### src/rtl/seg7_scan_ctrl.sv
// Time-multiplexes one shared hex->7-segment decoder across NDIG digits and
// commits all decoded digits to the active-low HEX outputs in a single cycle.
module seg7_scan_ctrl #(
    parameter int unsigned NDIG      = 6,
    parameter int unsigned BLINK_DIV = 25000000
) (
    input  logic                iCLK,
    input  logic                iRST,
    input  logic                iLOAD,
    input  logic [4*NDIG-1:0]   iVALUE,
    input  logic                iLZB,
    input  logic [NDIG-1:0]     iBLINK_MASK,
    output logic                oREADY,
    output logic                oDONE,
    output logic [3:0]          oLUT_DIG,
    input  logic [6:0]          iLUT_SEG,
    output logic [7*NDIG-1:0]   oHEX
);

    localparam int unsigned IDXW = (NDIG > 1) ? $clog2(NDIG) : 1;
    localparam int unsigned CNTW = $clog2(BLINK_DIV);

    typedef enum logic [1:0] {
        IDLE   = 2'd0,
        SCAN   = 2'd1,
        COMMIT = 2'd2
    } state_t;

    state_t                   state_q, state_d;
    logic [IDXW-1:0]          idx_q, idx_d;
    logic                     seen_nz_q, seen_nz_d;
    logic [NDIG-1:0][3:0]     value_q, value_d;
    logic                     lzb_q, lzb_d;
    logic [NDIG-1:0]          mask_ld_q, mask_ld_d;
    logic [NDIG-1:0]          mask_q, mask_d;
    logic [NDIG-1:0][6:0]     shadow_q, shadow_d;
    logic [NDIG-1:0][6:0]     disp_q, disp_d;
    logic                     done_q, done_d;
    logic [CNTW-1:0]          blink_cnt_q, blink_cnt_d;
    logic                     phase_q, phase_d;
    logic [3:0]               nibble;

    always_ff @(posedge iCLK) begin
        if (iRST) begin
            state_q     <= IDLE;
            idx_q       <= '0;
            seen_nz_q   <= 1'b0;
            value_q     <= '0;
            lzb_q       <= 1'b0;
            mask_ld_q   <= '0;
            mask_q      <= '0;
            shadow_q    <= '1;
            disp_q      <= '1;
            done_q      <= 1'b0;
            blink_cnt_q <= '0;
            phase_q     <= 1'b0;
        end else begin
            state_q     <= state_d;
            idx_q       <= idx_d;
            seen_nz_q   <= seen_nz_d;
            value_q     <= value_d;
            lzb_q       <= lzb_d;
            mask_ld_q   <= mask_ld_d;
            mask_q      <= mask_d;
            shadow_q    <= shadow_d;
            disp_q      <= disp_d;
            done_q      <= done_d;
            blink_cnt_q <= blink_cnt_d;
            phase_q     <= phase_d;
        end
    end

    assign nibble = value_q[idx_q];

    always_comb begin
        state_d   = state_q;
        idx_d     = idx_q;
        seen_nz_d = seen_nz_q;
        value_d   = value_q;
        lzb_d     = lzb_q;
        mask_ld_d = mask_ld_q;
        mask_d    = mask_q;
        shadow_d  = shadow_q;
        disp_d    = disp_q;
        done_d    = 1'b0;
        oLUT_DIG  = 4'h0;

        unique case (state_q)
            IDLE: begin
                if (iLOAD) begin
                    value_d   = iVALUE;
                    lzb_d     = iLZB;
                    mask_ld_d = iBLINK_MASK;
                    idx_d     = IDXW'(NDIG - 1);
                    seen_nz_d = 1'b0;
                    state_d   = SCAN;
                end
            end
            SCAN: begin
                oLUT_DIG = nibble;
                // Scanning MSD first lets seen_nz mark every digit left of the first non-zero.
                if (lzb_q && (nibble == 4'h0) && !seen_nz_q && (idx_q != '0)) begin
                    shadow_d[idx_q] = 7'h7F;
                end else begin
                    shadow_d[idx_q] = iLUT_SEG;
                end
                seen_nz_d = seen_nz_q | (nibble != 4'h0);
                if (idx_q == '0) begin
                    state_d = COMMIT;
                end else begin
                    idx_d = idx_q - IDXW'(1);
                end
            end
            COMMIT: begin
                disp_d  = shadow_q;
                mask_d  = mask_ld_q;
                done_d  = 1'b1;
                state_d = IDLE;
            end
            default: state_d = IDLE;
        endcase
    end

    always_comb begin
        blink_cnt_d = blink_cnt_q + CNTW'(1);
        phase_d     = phase_q;
        if (blink_cnt_q == CNTW'(BLINK_DIV - 1)) begin
            blink_cnt_d = '0;
            phase_d     = ~phase_q;
        end
    end

    always_comb begin
        for (int unsigned k = 0; k < NDIG; k++) begin
            oHEX[7*k +: 7] = disp_q[k] | {7{phase_q & mask_q[k]}};
        end
    end

    assign oREADY = (state_q == IDLE) && !iRST;
    assign oDONE  = done_q;

endmodule

### config.mk
export PLATFORM = sky130hd
export DESIGN_NAME = seg7_scan_ctrl
export DESIGN_NICKNAME = d
export VERILOG_FILES = /design/src/rtl/seg7_scan_ctrl.sv
export SDC_FILE = /design/constraint.sdc
export NUM_CORES = 1
export LEC_CHECK = 0
export ABC_AREA = 1
export CELL_PAD_IN_SITES_DETAIL_PLACEMENT = 1
export CELL_PAD_IN_SITES_GLOBAL_PLACEMENT = 1
export CORE_AREA = 2 2 161 163
export DETAILED_ROUTE_END_ITERATION = 7
export DIE_AREA = 0 0 163 165
export DONT_BUFFER_PORTS = 1
export GPL_TIMING_DRIVEN = 0
export PLACE_DENSITY_LB_ADDON = 0.05
export SYNTH_ARGS = -nofsm -noshare
export SYNTH_HDL_FRONTEND = slang
export SYNTH_SLANG_ARGS = --single-unit
### constraint.sdc
create_clock -name iCLK -period 4.58 [get_ports iCLK]
set_clock_uncertainty 0.2 [all_clocks]
set_input_delay 0.916 -clock iCLK [delete_from_list [all_inputs] [get_ports iCLK]]
set_output_delay 0.916 -clock iCLK [all_outputs]
set_load 0.01 [all_outputs]
Yosys cells after proc, flatten, opt, wreduce, memory -nomap -nowiden. Cells that the tools add are included.

Register bits after elaboration: 154. Bits of input ports: 41. Output and inout port bits: 48. Logic and storage cells: 86.

Add/subtract/negate cells: 2. Magnitude comparators: 2. Eq/ne operators: 6. Multiplexer cells: 16. Bitwise gates (word level): 15. Reductions and logical operators: 18.

Operators by type and width (count): $bwmux 42 (1); $mux 42 (1); $or 42x42->42 (1); $or 7x7->7 (6); $add 25x1->25 const B (1); $eq 25x25->1 const B (1); $demux 7 s3 (1); $bmux 4 s3 (1); $mux 4 (2); $mux 7 (1); $and 1x1->1 (6); $mux 3 (2); $ne 2x2->1 const B (3); $pmux 3 s2 (1); $reduce_and 2->1 (3); $logic_and 1x1->1 (5); $logic_not 4->1 (1); $lt 3x4->1 const B (1); $mux 2 (2); $pmux 2 s2 (1); $reduce_bool 4->1 (1); $ge 3x1->1 const B (1); $logic_not 3->1 (1); $reduce_and 3->1 (1); 12 further kinds (14).

Depth between registers and ports, before layout.
Depth after elaboration: 7. Mapped depth: 14. Gate-level depth less buffers: 13.

Worst setup path before layout. OpenSTA, ideal clock, no wires.

Path kind: input-to-output. Start: input port iRST. End: output port oREADY. Arrival: 1.567 ns. Required time: 3.464 ns. Slack: 1.897 ns. Stages on the path: 3. Path buffers: 2. Cells stage by stage: clkbuf_1 clkbuf_1 nor3_1.

Longest elaborated chain between the ends: 2.

Ends and longest elaborated chain: from (decl) (line 8) `input logic iRST,`; $logic_not 1->1 (line 139) `assign oREADY = (state_q == IDLE) && !iRST;`; $logic_and 1x1->1 (line 139); to (decl) (line 13) `output logic oREADY,`.

No other way between the ends.

Worst setup path in the final report. Ends and elaborated chain as after synthesis.

==> run_results.csv <==
group,metric,value,unit
logic_synthesis,async_flop_share,0,
die,num_rows,58,
cts,clockRootBuffer,"clkbuf_16",
critical_path,slowest_delay,0.54,ns
placed_design,place_worst_setup_slack,1.38,ns
final_layout,stdcell_area,7980,um^2
drt,first_iter_violations,292,
drt,drc,0,
critical_path,crit_required,3.46,ns
cts,cts_resized,0,
final_layout,drive_gt1_frac,0.0621,
cts,clock_latency,0.43,ns
logic_synthesis,syn_area,6950,um^2
final_layout,antenna_cells,0,
global_routing,grt_pass1_vias,6426,
timing,finalCritPeriodShare,0.685,
global_routing,grt_max_degree,17,
die,initial_core_util,0.277,
pwr,powerDensity,437,nW/um^2
critical_path,crit_type,"input pin to output pin",
cts,cts.reportedPaths.clkPinSlew,0.06,ns
critical_path,cp_max_fo,10,
placed_design,io_buffers,0,
critical_path,critPathTopFamily,"buffers and inverters",
timing,report.final.slew_viol_count,0,
critical_path,path_cells,"clkbuf_1, clkbuf_1, nor3_1",
logic_synthesis,seq_area_frac_synth,0.444,
global_routing,use_met2,0.300,
timing,hold_viol,0,
timing,worst_slew_pin_slew,0.699,ns
logic_synthesis,synth_nets,1042,
logic_synthesis,netlist_instances,998,
pwr,p_total,3.49,mW
global_routing,overflow,0,
flow_run,cap_violations,0,
die,fp.dieW,163,um
final_layout,final_cells,1360,
timing,fin_crit,3.14,ns
drt,viasPerCell,4.67,
final_layout,layout_common_cells,"nand2_1 (260), dfxtp_1 (154), nor2_1 (116), inv_1 (113), o21ai_0 (64)",
timing,max_freq,319,MHz
global_routing,busiest_layer,"met2",
critical_path,startpoint,"iRST",
cts,cts_buffers,17,
cts,cts_tree,"done",
global_routing,use_met3,0.0281,
critical_path,crit_slowest_cell,"clkbuf_1",
critical_path,start_kind,"input pin",
final_layout,syn2layout_area_growth,14.9,%
drt,post_drt_wl_per_cell,17.3,um
logic_synthesis,syn_avg_cell_area,6.96,um^2
logic_synthesis,synth_cell_type_count,32,
global_routing,met1_usage,0.247,
critical_path,crit_arrival,2.02,ns
cts,post_cts.repair.setup_buffers,0,
outcome,outcome,"finished, final reports clean",
pwr,ir_drop,161,uV
worst_hold_path,hold_path.class,"flop to flop",
timing,finalSetupViolCount,0,
placed_design,dp_cells,1328,
critical_path,cp_num_buf_inv,2,
critical_path,crit_top_cell,"clkbuf_1",
logic_synthesis,yosys_warnings,0,
timing,tns,0,ns
worst_hold_path,hold_start,"blink_cnt_q[0]$_SDFF_PP0_",
pwr,leakage,3.71,nW
drt,detail-route-antenna-nets,0,
timing,hold_ws,0.250,ns
drt,vias,6350,
global_routing,grt_use_total,0.182,
placed_design,place_area,7360,um^2
drt,firstDrtPassIters,4,
global_routing,antenna_found_initial,0,
placed_design,routabilityCongestion,0.761,
die,die_area,26900,um^2
critical_path,crit_path_end_kind,"output pin",
placed_design,dp_hpwl,17800,um
global_routing,grt_pass1_wl,37100,um
logic_synthesis,ys.flop_type,"dfxtp_1",
cts,cts_buffer_depth,2,
die,ioPinCount,89,
timing,maxSlewHeadroom,0.534,
die,core_area,25000,um^2
cts,hold_buffers,0,
cts,htreeDepth,4,
drt,wl,23600,um
cts,cts.sinks,154,
die,die_h,165,um
final_layout,final_common_cell,"nand2_1",
final_layout,n_fill_cell,3099,
critical_path,r2r_start,"idx_q[0]$_SDFFE_PP0P_",
final_layout,final_util,0.319,
logic_synthesis,ys_seq_elements,154,
timing,rsz0062_at_grt,"no",
timing,layout_setup_ws,1.44,ns
final_layout,nets,1061,
logic_synthesis,synth-edff-count,0,
[Yosys cell counts (4+ instances only)]
master | number | area (um^2)
inv_2 | 4 | 15.0
nand3_1 | 61 | 305
a21oi_1 | 45 | 225
inv_1 | 113 | 424
nor2_1 | 116 | 435
buf_2 | 13 | 65.1
nand4_1 | 33 | 206
clkbuf_1 | 34 | 128
nor2_2 | 4 | 25.0
o211ai_1 | 43 | 323
o21ai_0 | 64 | 320
nor3_1 | 13 | 65.1
xor2_1 | 7 | 61.3
or2_2 | 4 | 25.0
dfxtp_1 | 154 | 3080
nand2_1 | 260 | 976
[path summary, 6_finish.rpt]
kind / to / slack (ns) / depth (start not counted)
setup / recovery: oREADY / 1.44 / 3
hold / removal: blink_cnt_q[0]$_SDFF_PP0_ / 0.25 / 1
setup reg to reg: shadow_q[37]$_SDFFE_PP1P_ / 2.21 / 9
hold reg to reg: blink_cnt_q[0]$_SDFF_PP0_ / 0.25 / 1
[state kept, by name (all words and copies together), names as in the netlist]
signal	cells
idx_q	3
phase_q	1
shadow_q	42
blink_cnt_q	25
mask_q	6
state_q	2
oDONE	1
value_q	24
seen_nz_q	1
lzb_q	1
disp_q	42
mask_ld_q	6
[power breakdown]
part	internal, mW	switching (mW)
sequential	1.42	0.0420
combinational	0.144	0.369
clock	0.898	0.613
[layout make-up]
type	instances	area, um^2	area share
Buffer	51	234	0.0293
Clock buffer	21	460	0.0577
Clock inverter	11	159	0.0199
Inverter	120	450	0.0565
Multi-Input combinational cell	673	3180	0.398
Sequential cell	154	3080	0.386
Tap cell	330	413	0.0517
[routing by layer]
metal / vias up / share of wire
met3: 18 / 0.033
met1: 2975 / 0.49
met4: 0 / 0.011
li1: 3262 / -
met2: 95 / 0.46
met5: - / 0
[worst reg2reg max path, cell delays in order (launching register included)]
cell and delay [ns]:
dfxtp_1 0.42, buf_2 0.27, o21ai_0 0.12, nand3_1 0.09, nand2_1 0.10, nor2_1 0.26
nand4_4 0.25, buf_2 0.29, nand3_1 0.11, nand3_1 0.09
[cell families after synthesis]
logic type	count (synthesis)	synth area share
flip-flops	154	0.444
XOR/XNOR	8	0.0101
AO/OA/AOI/OAI	158	0.130
buffers and inverters	171	0.0985
adder cells (fa/ha/maj)	3	0.00540
AND/OR/NAND/NOR	504	0.312
No activity file was read; power rests on OpenSTA's default activity.
